`config.mk`:
```
export PLATFORM = sky130hd
export DESIGN_NAME = rom_read_arbiter_flat
export DESIGN_NICKNAME = d
export VERILOG_FILES = /design/src/rtl/rom_read_arbiter_pkg.sv /design/src/rtl/rom_read_arbiter_if.sv /design/src/rtl/rom_read_arbiter_rr_arb2.sv /design/src/rtl/rom_read_arbiter.sv /design/src/flat_wrapper.sv
export SDC_FILE = /design/constraint.sdc
export NUM_CORES = 1
export LEC_CHECK = 0
export BUFFER_PORTS_ARGS = -buffer_cell sky130_fd_sc_hd__buf_4
export CORE_AREA = 2 2 93 95
export DETAILED_ROUTE_END_ITERATION = 8
export DIE_AREA = 0 0 95 97
export PLACE_DENSITY = 0.72
export SLEW_MARGIN = 15
export SYNTH_ARGS = -nofsm -noshare
export SYNTH_HDL_FRONTEND = slang
export SYNTH_SLANG_ARGS = --single-unit
```
`constraint.sdc`:
```
create_clock -name clk -period 1.4 [get_ports clk]
set_input_delay 0.14 -clock clk [delete_from_list [all_inputs] [get_ports clk]]
set_output_delay 0.14 -clock clk [all_outputs]
set_load 0.05 [all_outputs]
```
`src/rtl/rom_read_arbiter_pkg.sv`:
```
// Shared types and AXI constants for the two-requester ROM read arbiter.
// Response codes and default widths mirror AXI_define.svh when it has not already been included.
`ifndef AXI_DEFINE_SVH
`define AXI_DEFINE_SVH
`define AXI_IDS_BITS 8
`define AXI_LEN_BITS 4
`define AXI_RESP_OKAY 2'b00
`define AXI_RESP_DECERR 2'b11
`endif

package rom_arb_pkg;

  localparam int ROM_AW_DEF = 12;
  localparam int IDW_DEF    = `AXI_IDS_BITS;
  localparam int LENW_DEF   = `AXI_LEN_BITS;

  localparam logic [1:0] RESP_OKAY   = `AXI_RESP_OKAY;
  localparam logic [1:0] RESP_DECERR = `AXI_RESP_DECERR;

  typedef enum logic [1:0] {
    IDLE  = 2'd0,
    FETCH = 2'd1,
    DATA  = 2'd2
  } state_t;

  typedef enum logic {
    S0 = 1'b0,
    S1 = 1'b1
  } owner_t;

  function automatic owner_t flip_owner(input owner_t o);
    return (o == S0) ? S1 : S0;
  endfunction

endpackage

```
`src/rtl/rom_read_arbiter_if.sv`:
```
// Both AXI read slave ports plus the ROM macro pins, bundled for the arbiter.
// slave = arbiter side; master = requesters and ROM model side.
interface rom_read_arbiter_if
  import rom_arb_pkg::*;
#(
  parameter int ROM_AW = ROM_AW_DEF,
  parameter int IDW    = IDW_DEF,
  parameter int LENW   = LENW_DEF
);

  logic [IDW-1:0]    ARID_S0,    ARID_S1;
  logic [31:0]       ARADDR_S0,  ARADDR_S1;
  logic [LENW-1:0]   ARLEN_S0,   ARLEN_S1;
  logic [2:0]        ARSIZE_S0,  ARSIZE_S1;
  logic [1:0]        ARBURST_S0, ARBURST_S1;
  logic              ARVALID_S0, ARVALID_S1;
  logic              ARREADY_S0, ARREADY_S1;

  logic [IDW-1:0]    RID_S0,     RID_S1;
  logic [31:0]       RDATA_S0,   RDATA_S1;
  logic [1:0]        RRESP_S0,   RRESP_S1;
  logic              RLAST_S0,   RLAST_S1;
  logic              RVALID_S0,  RVALID_S1;
  logic              RREADY_S0,  RREADY_S1;

  logic [31:0]       ROM_out;
  logic              ROM_enable;
  logic              ROM_read;
  logic [ROM_AW-1:0] ROM_address;

  modport slave (
    input  ARID_S0, ARID_S1, ARADDR_S0, ARADDR_S1, ARLEN_S0, ARLEN_S1,
    input  ARSIZE_S0, ARSIZE_S1, ARBURST_S0, ARBURST_S1, ARVALID_S0, ARVALID_S1,
    output ARREADY_S0, ARREADY_S1,
    output RID_S0, RID_S1, RDATA_S0, RDATA_S1, RRESP_S0, RRESP_S1,
    output RLAST_S0, RLAST_S1, RVALID_S0, RVALID_S1,
    input  RREADY_S0, RREADY_S1,
    input  ROM_out,
    output ROM_enable, ROM_read, ROM_address
  );

  modport master (
    output ARID_S0, ARID_S1, ARADDR_S0, ARADDR_S1, ARLEN_S0, ARLEN_S1,
    output ARSIZE_S0, ARSIZE_S1, ARBURST_S0, ARBURST_S1, ARVALID_S0, ARVALID_S1,
    input  ARREADY_S0, ARREADY_S1,
    input  RID_S0, RID_S1, RDATA_S0, RDATA_S1, RRESP_S0, RRESP_S1,
    input  RLAST_S0, RLAST_S1, RVALID_S0, RVALID_S1,
    output RREADY_S0, RREADY_S1,
    output ROM_out,
    input  ROM_enable, ROM_read, ROM_address
  );

endinterface

```
`src/rtl/rom_read_arbiter_rr_arb2.sv`:
```
// Two-way round-robin arbiter; the pointer moves past the owner when its burst completes.
// Grant is combinational from req; the pointer only matters when both request.
module rr_arb2
  import rom_arb_pkg::*;
(
  input  logic       clk,
  input  logic       rst,
  input  logic [1:0] req_i,
  input  logic       upd_i,
  input  owner_t     upd_owner_i,
  output logic [1:0] grant_o
);

  owner_t ptr_q, ptr_d;

  always_comb begin
    grant_o = 2'b00;
    case (req_i)
      2'b01:   grant_o = 2'b01;
      2'b10:   grant_o = 2'b10;
      2'b11:   grant_o = (ptr_q == S1) ? 2'b10 : 2'b01;
      default: grant_o = 2'b00;
    endcase
  end

  always_comb begin
    ptr_d = ptr_q;
    if (upd_i) begin
      ptr_d = flip_owner(upd_owner_i);
    end
  end

  always_ff @(posedge clk) begin
    if (rst) begin
      ptr_q <= S0;
    end else begin
      ptr_q <= ptr_d;
    end
  end

endmodule

```
`src/rtl/rom_read_arbiter.sv`:
```
// Shares one single-port ROM between two AXI read requesters, one beat in flight, 2 cycles per beat.
// Optional ROM_ARB_DECERR_EN: out-of-range ARADDR returns DECERR beats without touching the ROM.
module rom_read_arbiter
  import rom_arb_pkg::*;
#(
  parameter int ROM_AW = ROM_AW_DEF,
  parameter int IDW    = IDW_DEF,
  parameter int LENW   = LENW_DEF
)
(
  input  logic               clk,
  input  logic               rst,
  rom_read_arbiter_if.slave  bus
);

  state_t            state_q,  state_d;
  owner_t            owner_q,  owner_d;
  logic [IDW-1:0]    id_q,     id_d;
  logic [ROM_AW-1:0] addr_q,   addr_d;
  logic [LENW-1:0]   limit_q,  limit_d;
  logic [LENW-1:0]   cnt_q,    cnt_d;
  logic              decerr_q, decerr_d;

  logic [1:0]        req;
  logic [1:0]        grant;
  logic              win_s1;
  logic [IDW-1:0]    ar_id;
  logic [31:0]       ar_addr;
  logic [LENW-1:0]   ar_len;
  logic              owner_rready;
  logic              beat_hs;
  logic              last_beat;
  logic              burst_done;
  logic              in_data;
  logic [31:0]       rdat;
  logic [1:0]        rresp;

  // Requests are only visible in IDLE and never while reset is asserted.
  assign req = {bus.ARVALID_S1, bus.ARVALID_S0} & {2{(state_q == IDLE) && !rst}};

  rr_arb2 u_rr_arb2 (
    .clk         (clk),
    .rst         (rst),
    .req_i       (req),
    .upd_i       (burst_done),
    .upd_owner_i (owner_q),
    .grant_o     (grant)
  );

  assign win_s1  = grant[1];
  assign ar_id   = win_s1 ? bus.ARID_S1   : bus.ARID_S0;
  assign ar_addr = win_s1 ? bus.ARADDR_S1 : bus.ARADDR_S0;
  assign ar_len  = win_s1 ? bus.ARLEN_S1  : bus.ARLEN_S0;

  assign owner_rready = (owner_q == S1) ? bus.RREADY_S1 : bus.RREADY_S0;
  assign in_data      = (state_q == DATA);
  assign beat_hs      = in_data && owner_rready;
  assign last_beat    = (cnt_q == limit_q);
  assign burst_done   = beat_hs && last_beat;

  always_comb begin
    state_d  = state_q;
    owner_d  = owner_q;
    id_d     = id_q;
    addr_d   = addr_q;
    limit_d  = limit_q;
    cnt_d    = cnt_q;
    decerr_d = decerr_q;
    case (state_q)
      IDLE: begin
        if (|grant) begin
          owner_d = win_s1 ? S1 : S0;
          id_d    = ar_id;
          addr_d  = ar_addr[ROM_AW+1:2];
          limit_d = ar_len;
          cnt_d   = '0;
`ifdef ROM_ARB_DECERR_EN
          decerr_d = |ar_addr[31:ROM_AW+2];
`else
          decerr_d = 1'b0;
`endif
          state_d = FETCH;
        end
      end
      FETCH: begin
        state_d = DATA;
      end
      DATA: begin
        if (beat_hs) begin
          if (last_beat) begin
            state_d = IDLE;
          end else begin
            addr_d  = addr_q + 1'b1;
            cnt_d   = cnt_q + 1'b1;
            state_d = FETCH;
          end
        end
      end
      default: begin
        state_d = IDLE;
      end
    endcase
  end

  always_ff @(posedge clk) begin
    if (rst) begin
      state_q  <= IDLE;
      owner_q  <= S0;
      id_q     <= '0;
      addr_q   <= '0;
      limit_q  <= '0;
      cnt_q    <= '0;
      decerr_q <= 1'b0;
    end else begin
      state_q  <= state_d;
      owner_q  <= owner_d;
      id_q     <= id_d;
      addr_q   <= addr_d;
      limit_q  <= limit_d;
      cnt_q    <= cnt_d;
      decerr_q <= decerr_d;
    end
  end

  // ROM pins stay asserted through DATA so ROM_out is re-read at the same address during a stall.
  always_comb begin
    bus.ROM_enable  = (state_q != IDLE) && !decerr_q;
    bus.ROM_read    = (state_q != IDLE) && !decerr_q;
    bus.ROM_address = (state_q != IDLE) ? addr_q : '0;
  end

  assign rdat  = decerr_q ? 32'h0 : bus.ROM_out;
  assign rresp = decerr_q ? RESP_DECERR : RESP_OKAY;

  always_comb begin
    bus.ARREADY_S0 = grant[0];
    bus.ARREADY_S1 = grant[1];

    bus.RVALID_S0  = in_data && (owner_q == S0);
    bus.RLAST_S0   = bus.RVALID_S0 && last_beat;
    bus.RDATA_S0   = bus.RVALID_S0 ? rdat  : 32'h0;
    bus.RID_S0     = bus.RVALID_S0 ? id_q  : '0;
    bus.RRESP_S0   = bus.RVALID_S0 ? rresp : RESP_OKAY;

    bus.RVALID_S1  = in_data && (owner_q == S1);
    bus.RLAST_S1   = bus.RVALID_S1 && last_beat;
    bus.RDATA_S1   = bus.RVALID_S1 ? rdat  : 32'h0;
    bus.RID_S1     = bus.RVALID_S1 ? id_q  : '0;
    bus.RRESP_S1   = bus.RVALID_S1 ? rresp : RESP_OKAY;
  end

  // Size and burst type are fixed to word INCR; byte-lane bits are don't-care.
  logic unused_ok;
  assign unused_ok = ^{bus.ARSIZE_S0, bus.ARSIZE_S1, bus.ARBURST_S0, bus.ARBURST_S1,
                       bus.ARADDR_S0, bus.ARADDR_S1};

endmodule

```
`src/flat_wrapper.sv`:
```
// flat-port wrapper written by rule: the top's interface ports become plain ports
module rom_read_arbiter_flat import rom_arb_pkg::*;
#(
  parameter int ROM_AW = ROM_AW_DEF,
  parameter int IDW    = IDW_DEF,
  parameter int LENW   = LENW_DEF
)
  (clk, rst, bus_ARID_S0, bus_ARID_S1, bus_ARADDR_S0, bus_ARADDR_S1, bus_ARLEN_S0, bus_ARLEN_S1, bus_ARSIZE_S0, bus_ARSIZE_S1, bus_ARBURST_S0, bus_ARBURST_S1, bus_ARVALID_S0, bus_ARVALID_S1, bus_ARREADY_S0, bus_ARREADY_S1, bus_RID_S0, bus_RID_S1, bus_RDATA_S0, bus_RDATA_S1, bus_RRESP_S0, bus_RRESP_S1, bus_RLAST_S0, bus_RLAST_S1, bus_RVALID_S0, bus_RVALID_S1, bus_RREADY_S0, bus_RREADY_S1, bus_ROM_out, bus_ROM_enable, bus_ROM_read, bus_ROM_address);
  rom_read_arbiter_if #(.ROM_AW(ROM_AW), .IDW(IDW), .LENW(LENW)) bus_i ();
  input  logic clk;
  input  logic rst;
  input wire logic [$bits(bus_i.ARID_S0)-1:0] bus_ARID_S0;
  input wire logic [$bits(bus_i.ARID_S1)-1:0] bus_ARID_S1;
  input wire logic [$bits(bus_i.ARADDR_S0)-1:0] bus_ARADDR_S0;
  input wire logic [$bits(bus_i.ARADDR_S1)-1:0] bus_ARADDR_S1;
  input wire logic [$bits(bus_i.ARLEN_S0)-1:0] bus_ARLEN_S0;
  input wire logic [$bits(bus_i.ARLEN_S1)-1:0] bus_ARLEN_S1;
  input wire logic [$bits(bus_i.ARSIZE_S0)-1:0] bus_ARSIZE_S0;
  input wire logic [$bits(bus_i.ARSIZE_S1)-1:0] bus_ARSIZE_S1;
  input wire logic [$bits(bus_i.ARBURST_S0)-1:0] bus_ARBURST_S0;
  input wire logic [$bits(bus_i.ARBURST_S1)-1:0] bus_ARBURST_S1;
  input wire logic [$bits(bus_i.ARVALID_S0)-1:0] bus_ARVALID_S0;
  input wire logic [$bits(bus_i.ARVALID_S1)-1:0] bus_ARVALID_S1;
  output wire logic [$bits(bus_i.ARREADY_S0)-1:0] bus_ARREADY_S0;
  output wire logic [$bits(bus_i.ARREADY_S1)-1:0] bus_ARREADY_S1;
  output wire logic [$bits(bus_i.RID_S0)-1:0] bus_RID_S0;
  output wire logic [$bits(bus_i.RID_S1)-1:0] bus_RID_S1;
  output wire logic [$bits(bus_i.RDATA_S0)-1:0] bus_RDATA_S0;
  output wire logic [$bits(bus_i.RDATA_S1)-1:0] bus_RDATA_S1;
  output wire logic [$bits(bus_i.RRESP_S0)-1:0] bus_RRESP_S0;
  output wire logic [$bits(bus_i.RRESP_S1)-1:0] bus_RRESP_S1;
  output wire logic [$bits(bus_i.RLAST_S0)-1:0] bus_RLAST_S0;
  output wire logic [$bits(bus_i.RLAST_S1)-1:0] bus_RLAST_S1;
  output wire logic [$bits(bus_i.RVALID_S0)-1:0] bus_RVALID_S0;
  output wire logic [$bits(bus_i.RVALID_S1)-1:0] bus_RVALID_S1;
  input wire logic [$bits(bus_i.RREADY_S0)-1:0] bus_RREADY_S0;
  input wire logic [$bits(bus_i.RREADY_S1)-1:0] bus_RREADY_S1;
  input wire logic [$bits(bus_i.ROM_out)-1:0] bus_ROM_out;
  output wire logic [$bits(bus_i.ROM_enable)-1:0] bus_ROM_enable;
  output wire logic [$bits(bus_i.ROM_read)-1:0] bus_ROM_read;
  output wire logic [$bits(bus_i.ROM_address)-1:0] bus_ROM_address;
  assign bus_i.ARID_S0 = bus_ARID_S0;
  assign bus_i.ARID_S1 = bus_ARID_S1;
  assign bus_i.ARADDR_S0 = bus_ARADDR_S0;
  assign bus_i.ARADDR_S1 = bus_ARADDR_S1;
  assign bus_i.ARLEN_S0 = bus_ARLEN_S0;
  assign bus_i.ARLEN_S1 = bus_ARLEN_S1;
  assign bus_i.ARSIZE_S0 = bus_ARSIZE_S0;
  assign bus_i.ARSIZE_S1 = bus_ARSIZE_S1;
  assign bus_i.ARBURST_S0 = bus_ARBURST_S0;
  assign bus_i.ARBURST_S1 = bus_ARBURST_S1;
  assign bus_i.ARVALID_S0 = bus_ARVALID_S0;
  assign bus_i.ARVALID_S1 = bus_ARVALID_S1;
  assign bus_ARREADY_S0 = bus_i.ARREADY_S0;
  assign bus_ARREADY_S1 = bus_i.ARREADY_S1;
  assign bus_RID_S0 = bus_i.RID_S0;
  assign bus_RID_S1 = bus_i.RID_S1;
  assign bus_RDATA_S0 = bus_i.RDATA_S0;
  assign bus_RDATA_S1 = bus_i.RDATA_S1;
  assign bus_RRESP_S0 = bus_i.RRESP_S0;
  assign bus_RRESP_S1 = bus_i.RRESP_S1;
  assign bus_RLAST_S0 = bus_i.RLAST_S0;
  assign bus_RLAST_S1 = bus_i.RLAST_S1;
  assign bus_RVALID_S0 = bus_i.RVALID_S0;
  assign bus_RVALID_S1 = bus_i.RVALID_S1;
  assign bus_i.RREADY_S0 = bus_RREADY_S0;
  assign bus_i.RREADY_S1 = bus_RREADY_S1;
  assign bus_i.ROM_out = bus_ROM_out;
  assign bus_ROM_enable = bus_i.ROM_enable;
  assign bus_ROM_read = bus_i.ROM_read;
  assign bus_ROM_address = bus_i.ROM_address;
  rom_read_arbiter #(.ROM_AW(ROM_AW), .IDW(IDW), .LENW(LENW)) u_core (.clk(clk), .rst(rst), .bus(bus_i));
endmodule
```
## Word level (Yosys, flattened, before mapping)

Index checks and enable logic that the tools add are counted.

| operators by class | value |
|---|---|
| add/subtract/negate cells | 2 |
| multipliers | 0 |
| divide/modulo/power cells | 0 |
| $lt $le $gt $ge | 0 |
| equal/unequal tests | 9 |
| shifts and indexed selects | 0 |
| multiplexer cells | 25 |
| bitwise logic cells | 2 |
| reduce and logical (&&, ||, !) cells | 15 |

Operator list:

| kind | number |
|---|---|
| 32-bit 2-to-1 mux | 2 |
| 12-bit 2-to-1 mux | 4 |
| 8-bit 2-to-1 mux | 3 |
| 12-bit case mux with 2 select lines | 1 |
| 4-bit 2-to-1 mux | 4 |
| 14-bit 2-to-1 mux | 1 |
| 12-bit by 1-bit adder with 12-bit output (second input constant) | 1 |
| 2-bit case mux with 3 select lines | 2 |
| 4-bit case mux with 2 select lines | 1 |
| 1-bit logical AND | 7 |
| 2-bit == test (second input constant) | 3 |
| 2-bit 2-to-1 mux | 3 |
| 4-bit by 1-bit adder with 4-bit output (second input constant) | 1 |
| 2-bit by 1-bit == test with 1-bit output (second input constant) | 2 |
| 4-bit == test | 1 |
| 1-bit 2-to-1 mux | 4 |
| 2-bit != test (second input constant) | 2 |
| 2-bit AND reduction | 2 |
| 4-bit AND reduction | 1 |
| 2-bit nonzero test | 2 |
| 2-bit AND | 1 |
| 2-bit zero test | 1 |
| 2-bit by 1-bit != test with 1-bit output (second input constant) | 1 |
| 2-bit OR reduction | 1 |
| 2 further kinds | 2 |

| storage, ports and cells | value |
|---|---|
| register bits | 32 |
| latch bits | 0 |
| bits in writable memories | 0 |
| memory bits (read-only) | 0 |
| output and inout bits | 104 |
| memories | 0 |

## Logic depth before layout (Yosys ltp)

Gate-level depths: netlist of run 1.

| depth | value |
|---|---|
| depth after elaboration | 8 |
| gate-level depth with buffers | 8 |
| mapped depth without buffers | 6 |

## By module

A second synthesis of run 1 with hierarchy kept.

| second synthesis, totals | value |
|---|---|
| cells, all modules | 337 |
| area, all modules | 2542.4 um^2 |

Modules (own cells, without submodules):

| module | instances | cells an instance | area each (um^2) |
|---|---|---|---|
| rom_read_arbiter | 1 | 331 | 2487.4 |
| rr_arb2 | 1 | 6 | 55.1 |

## Least setup slack after synthesis of run 1

OpenSTA, ideal clock, no wires.

| path | value |
|---|---|
| path type | register to output |
| from | register u_core.state_q[1] |
| to | output port bus_RLAST_S0 |
| data arrival time | 2008 ps |
| required time | 1260 ps |
| path slack | -748 ps |
| stages on the path, launching flop included | 5 |
| buffers on the path | 2 |
| cell sequence | dfxtp_1 nand2b_1 buf_2 buf_2 nor3_1 |

| on the way | value |
|---|---|
| cells in the longest elaborated chain, start to end | 3 |

Ends and longest elaborated chain:

| what | RTL line | RTL |
|---|---|---|
| start, declared | rom_read_arbiter.sv:16 | `state_t state_q, state_d;` |
| start signal, assigned | rom_read_arbiter.sv:115 | `state_q <= state_d;` |
| 2-bit == test | rom_read_arbiter.sv:56 | `assign in_data = (state_q == DATA);` |
| 1-bit logical AND | rom_read_arbiter.sv:139 | `bus.RVALID_S0 = in_data && (owner_q == S0);` |
| 1-bit logical AND | rom_read_arbiter.sv:140 | `bus.RLAST_S0 = bus.RVALID_S0 && last_beat;` |
| end, declared | flat_wrapper.sv:32 | `output wire logic [$bits(bus_i.RLAST_S0)-1:0] bus_RLAST_S0;` |

No other way between the ends.

## Worst setup path after layout of run 1

| path | value |
|---|---|
| from | register u_core.state_q[1] |
| to | output port bus_RDATA_S1[25] |

| on the way | value |
|---|---|
| cells in the longest elaborated chain, start to end | 3 |

Ends and longest elaborated chain:

| what | RTL line | RTL |
|---|---|---|
| 2-bit == test | rom_read_arbiter.sv:56 |  |
| 1-bit logical AND | rom_read_arbiter.sv:145 | `bus.RVALID_S1 = in_data && (owner_q == S1);` |
| 32-bit 2-to-1 mux | rom_read_arbiter.sv:147 | `bus.RDATA_S1 = bus.RVALID_S1 ? rdat : 32'h0;` |
| end, declared | flat_wrapper.sv:29 | `output wire logic [$bits(bus_i.RDATA_S1)-1:0] bus_RDATA_S1;` |

No other way between the ends.

==> flow_summary.json, run 1 <==
{
  "dpl_cell_area_um2": 4570,
  "cts_buffers": 5,
  "timing.final.ws_setup_ns": -0.331,
  "grt_max_degree": 32,
  "synth_area_per_cell_um2": 6.99,
  "dieArea_um2": 9220,
  "violations": "negative setup slack",
  "wl_per_cell_um": 18.5,
  "fin_area_um2": 6220,
  "maxCapViolCount": 0,
  "drive_gt1_share_pct": 71.2,
  "ir_drop_v": 0.000595,
  "root_buffer": "clkbuf_8",
  "layout.nets": 738,
  "crit_slowest_cell": "dfxtp_4",
  "top_level_ports": 240,
  "hold_class": "input pin to flop",
  "critPathBufInv": 4,
  "yosys_warnings": 0,
  "r2r_slack_ns": -0.32,
  "min_period_ns": 1.73,
  "dp_cells": 665,
  "rows": 33,
  "core_um2": 8130,
  "portBuffers": 185,
  "worstReg2RegEnd": "u_core.addr_q[0]",
  "crit_end": "bus_RDATA_S1[25]",
  "utilization_pct": 76.4,
  "crit_top_cell": "buf_12",
  "cp-start-kind": "flop",
  "num_antenna_cells": 0,
  "drt_iter0_markers": 217,
  "async_flop_share_pct": 0,
  "synth_flop_cell": "dfxtp_1",
  "drt_wl_total_mm": 13.0,
  "synth_area_um2": 2470,
  "antenna_found_initial": 0,
  "slew_viol_final": 0,
  "period_share_pct": 124,
  "detailed_place_hpwl_mm": 8.30,
  "syn_inst": 354,
  "ant_nets": 0,
  "status": "complete, but fails checks",
  "die_h_um": 97,
  "end_kind": "output pin",
  "cp.required_ns": 1.26,
  "crit_path_start": "u_core.state_q[1]",
  "synth_edf_count": 0,
  "crit_arrival_ns": 1.59,
  "crit_path_cell_trace": "buf_6 -> nor2b_4 -> buf_12 -> buf_12 -> and3_4 -> buf_8",
  "tritoncts": "yes",
  "synth-seq-area-share_pct": 25.9,
  "dr.pass1.iters": 4,
  "insertion_delay_ns": 0.29,
  "place_ws_ns": -0.199,
  "numClockSinks": 32,
  "grt_pass1_wl_mm": 19.7,
  "grt_usage_pct": 27.1,
  "fillerInstances": 499,
  "cpPeakStageDelay_ns": 0.40,
  "power.total_w": 0.00364,
  "power.density_nw_per_um2": 585,
  "start_util_pct": 30.4,
  "maxClockFrequency_mhz": 578,
  "cp.depth": 6,
  "critPathTopFamily": "buffers and inverters",
  "p_leak_nw": 2.75,
  "gp_congestion": 0.857,
  "critPathKind": "flop to output pin",
  "synth.distinct_cells": 46,
  "syn_to_final_growth_pct": 151,
  "finalHoldViolCount": 0,
  "setup_viol": 130,
  "num_vias": 3666,
  "r2r_cells": 7,
  "drc": 0,
  "htreeDepth": 2,
  "ys_seq_elements": 32,
  "clkSlewWorstSetupHoldPaths_ns": 0.07,
  "rsz0062_at_grt": "yes",
  "fin_skew_ns": 0.0134,
  "via_per_inst": 5.20,
  "rr_startpoint": "u_core.state_q[0]",
  "grt_pass1_vias": 3716,
  "grt.overflow.total": 0,
  "min-delay-start": "bus_ARLEN_S1[2]",
  "die_x_um": 95,
  "cts_buffer_depth": 2,
  "path_max_fanout": 16,
  "stdcell_count": 705
}
-- logic make-up (layout without fill, tap and decap cells) --
kind of cell / after synthesis / in the layout / synth area share [%]
AND/OR/NAND/NOR: 210 / 210 / 45.3
buffers and inverters: 39 / 281 / 7.28
flip-flops: 32 / 32 / 25.9
other: 1 / 4 / 0.152
multiplexers: 1 / 1 / 0.404
adder cells (fa/ha/maj): 2 / 2 / 1.01
XOR/XNOR: 4 / 4 / 1.42
AO/OA/AOI/OAI: 65 / 66 / 18.6
-- where the power goes --
group	switching, W	leakage [nW]	internal, W
Combinational	0.000878	2.43	0.000903
Sequential	0.0000675	0.267	0.000986
Clock	0.000365	0.0503	0.000438
Total	0.00131	2.75	0.00233
-- flip-flops by register name (all words and copies together), names as in the netlist --
signal and count:
u_core.id_q 8, u_core.owner_q 1, u_core.limit_q 4, u_core.u_rr_arb2.ptr_q 1, u_core.addr_q 12, u_core.state_q 2, u_core.cnt_q 4
-- worst min path at each step --
stage,end,slack (ns),cells past startpoint
floorplan,u_core.u_rr_arb2.ptr_q,0.30,2
global placement,u_core.u_rr_arb2.ptr_q,0.41,3
detailed placement,u_core.id_q[6],0.42,3
CTS,u_core.limit_q[2],0.11,3
global route,u_core.id_q[7],0.12,3
finish,u_core.limit_q[2],0.11,3
-- what timing repair did --
item / CTS / global route
cloned: 9 / 2
pin swaps: 51 / 22
gates resized for setup: 265 / 53
endpoints found under the setup margin: 129 / 131
hold endpoints to repair: 0 / 0
hold buffers: 0 / 0
buffers inserted: 20 / 5
-- per-layer routing --
layer,share of wire (%),vias to the layer above,global-route usage [%]
met5,0,-,0
met4,1.5,0,6.35
met3,9.1,17,6.93
met2,51,188,47.7
met1,38,1735,32.6
li1,-,1726,-
-- cell usage after synthesis (2+ instances only) --
master	n	area share (%)
a211oi_1	3	0.91
a21o_1	3	0.91
a21oi_1	15	3.0
a311o_1	2	0.81
a311oi_1	13	4.6
a31o_1	3	1.1
a31oi_1	3	0.76
a32o_1	2	0.81
and2_1	44	11
and3_1	42	11
buf_2	9	1.8
buf_4	6	1.8
clkbuf_1	21	3.2
dfxtp_1	32	26
ha_1	2	1.0
inv_1	2	0.30
nand2_1	50	7.6
nand2b_1	5	1.3
nand3_1	8	1.6
nand4_1	3	0.76
nor2_1	29	4.4
nor2b_1	16	4.0
nor3_1	3	0.61
o21a_1	2	0.61
o21ai_0	6	1.2
o21ai_1	4	0.81
or3_1	3	0.76
or4_1	2	0.61
xnor2_1	4	1.4
-- area by class of cell --
cell class / instances / area (um^2) / share of cell area (%)
Clock buffer: 7 / 96.3 / 1.55
Inverter: 3 / 13.8 / 0.221
Multi-Input combinational cell: 287 / 2210 / 35.6
Sequential cell: 32 / 656 / 10.5
Tap cell: 105 / 131 / 2.11
Timing Repair Buffer: 271 / 3110 / 50.0
-- cells in the final DEF (no fill, tap or decap), drive strengths merged, types with 4 or more instances in the layout --
cell type    n
nand2       50
nand2b       5
nor2        30
clkbuf       8
buf        270
o21ai       10
a21o         4
a311oi      13
and2        44
conb         4
nand3        8
a21oi       16
dfxtp       32
nor2b       16
and3        42
xnor2        4
nor3         4
-- worst min-delay path, cell delays in order --
cell      delay (ns)
buf_4           0.11
nand2_1         0.05
a311oi_1        0.07
-- per-stage QoR --
step | hold slack (ns) | setup TNS [ns]
CTS | 0.112 | -31.51
detailed placement | 0.421 | -10.01
global placement | 0.409 | -6.98
finish | 0.111 | -32.68
floorplan | 0.296 | -2.05
global route | 0.117 | -39.96
Note: power is estimated with default switching activity, not from simulation.
==> run 2: changes to the inputs <==
--- a/config.mk
+++ b/config.mk
@@ -10,6 +10,7 @@
 export DETAILED_ROUTE_END_ITERATION = 8
 export DIE_AREA = 0 0 95 97
 export PLACE_DENSITY = 0.72
+export SETUP_SLACK_MARGIN = 0.1
 export SLEW_MARGIN = 15
 export SYNTH_ARGS = -nofsm -noshare
 export SYNTH_HDL_FRONTEND = slang
==> flow_summary.json, run 2 (synthesis gave the netlist of run 1 again) <==
{
  "status": "complete, but fails checks",
  "violations": "negative setup slack",
  "cpPeakStageDelay_ns": 0.35,
  "rsz0062_at_grt": "yes",
  "ir_drop_v": 0.000445,
  "fin_skew_ns": 0.0114,
  "htreeDepth": 2,
  "worstReg2RegEnd": "u_core.addr_q[0]",
  "clkSlewWorstSetupHoldPaths_ns": 0.08,
  "via_per_inst": 5.67,
  "ant_nets": 0,
  "grt_pass1_wl_mm": 22.0,
  "dr.pass1.iters": 4,
  "root_buffer": "clkbuf_8",
  "rows": 33,
  "num_vias": 4150,
  "critPathKind": "flop to output pin",
  "power.total_w": 0.00409,
  "start_util_pct": 30.4,
  "maxClockFrequency_mhz": 545,
  "place_ws_ns": -0.210,
  "drt_wl_total_mm": 17.5,
  "rr_startpoint": "u_core.state_q[0]",
  "tritoncts": "yes",
  "num_antenna_cells": 0,
  "utilization_pct": 83.4,
  "fillerInstances": 362,
  "power.density_nw_per_um2": 604,
  "top_register": "u_core.addr_q",
  "finalHoldViolCount": 0,
  "portBuffers": 185,
  "hold_class": "input pin to flop",
  "grt.overflow.total": 0,
  "cts_buffers": 5,
  "drt_iter0_markers": 214,
  "crit_slowest_cell": "dfxtp_4",
  "period_share_pct": 131,
  "dpl_cell_area_um2": 4710,
  "path_max_fanout": 5,
  "cts_buffer_depth": 2,
  "largest_reg_flops": 12,
  "crit_path_cell_trace": "nand2b_4 -> buf_12 -> nor2_4 -> buf_6 -> clkbuf_16 -> and2_4 -> buf_8",
  "timing.final.ws_setup_ns": -0.436,
  "crit_path_start": "u_core.state_q[0]",
  "top_level_ports": 240,
  "core_um2": 8130,
  "gp_congestion": 0.917,
  "final_common_cell": "buf_4",
  "antenna_found_initial": 0,
  "crit_arrival_ns": 1.70,
  "crit_end": "bus_RDATA_S0[27]",
  "cp-start-kind": "flop",
  "p_leak_nw": 2.99,
  "numClockSinks": 32,
  "dp_cells": 669,
  "grt_max_degree": 41,
  "critPathTopFamily": "buffers and inverters",
  "r2r_cells": 8,
  "min_period_ns": 1.84,
  "wl_per_cell_um": 23.9,
  "largest_registers": "u_core.addr_q x12, u_core.id_q x8",
  "stdcell_count": 732,
  "dieArea_um2": 9220,
  "drive_gt1_share_pct": 74.5,
  "maxCapViolCount": 0,
  "cp.depth": 7,
  "end_kind": "output pin",
  "grt_usage_pct": 30.5,
  "layout.nets": 764,
  "cp.required_ns": 1.26,
  "syn_to_final_growth_pct": 174,
  "setup_viol": 130,
  "insertion_delay_ns": 0.31,
  "critPathBufInv": 4,
  "r2r_slack_ns": -0.38,
  "slew_viol_final": 0,
  "grt_pass1_vias": 4115,
  "die_h_um": 97,
  "fin_area_um2": 6780,
  "drc": 0,
  "layout_common_cells": "139 x buf_4, 91 x buf_8, 44 x nand2_1, 42 x and2_4, 41 x and3_4",
  "detailed_place_hpwl_mm": 8.07,
  "die_x_um": 95
}
==> run 2: what timing repair did <==
| action | in CTS | in global routing |
|---|---|---|
| pin swaps | 53 | 48 |
| buffers inserted | 30 | 12 |
| cloned | 11 | 7 |
| hold buffers | 0 | 0 |
| gates resized for setup | 290 | 48 |
| endpoints found under the setup margin | 129 | 132 |
==> run 2: metrics by stage <==
stage,hold WS [ns],setup TNS (ns)
after floorplan,0.296,-1.69
after global placement,0.392,-6.34
after detailed placement,0.397,-9.34
after CTS,0.103,-36.19
after global routing,0.117,-48.70
final,0.101,-42.84
==> run 2: worst min-delay path by stage <==
| stage | endpoint | slack [ns] | start | cells after the start |
|---|---|---|---|---|
| 2_1_floorplan | u_core.u_rr_arb2.ptr_q | 0.30 | bus_RREADY_S0 | 2 |
| 3_3_place_gp | u_core.u_rr_arb2.ptr_q | 0.39 | bus_RREADY_S0 | 3 |
| 3_5_place_dp | u_core.u_rr_arb2.ptr_q | 0.40 | bus_RREADY_S0 | 3 |
| 4_1_cts | u_core.u_rr_arb2.ptr_q | 0.10 | bus_RREADY_S0 | 3 |
| 5_1_grt | u_core.id_q[2] | 0.12 | bus_ARID_S1[2] | 3 |
| 6_report | u_core.id_q[6] | 0.10 | bus_ARID_S1[6] | 3 |
==> run 2: power by group <==
part / internal [W] / total [W] / switching (W)
clock network: 0.000529 / 0.000939 / 0.000410
registers: 0.000987 / 0.00106 / 0.0000738
logic: 0.00106 / 0.00209 / 0.00104
total: 0.00257 / 0.00409 / 0.00152
==> run 2: tightest hold or removal path, delay by kind of cell <==
family | cells | cell delay (ns)
AO/OA/AOI/OAI | 1 | 0.07
AND/OR/NAND/NOR | 1 | 0.04
buffers and inverters | 1 | 0.11
==> run 2: routing by layer <==
metal / up-vias / part of all wire (%) / global-route usage, %
met1: 1999 / 35 / 34.1
met2: 288 / 49 / 54.2
li1: 1779 / - / -
met4: 0 / 6.4 / 11.5
met5: - / 0 / 0
met3: 84 / 9.2 / 8.41
==> run 2: final cells by class <==
class / count / area (um^2) / share of cell area [%]
timing repair buffer: 298 / 3520 / 51.9
sequential: 32 / 663 / 9.78
tap: 105 / 131 / 1.94
multi-input combinational: 286 / 2340 / 34.5
clock buffer: 6 / 72.6 / 1.07
clock inverter: 2 / 35.0 / 0.517
inverter: 3 / 21.3 / 0.314
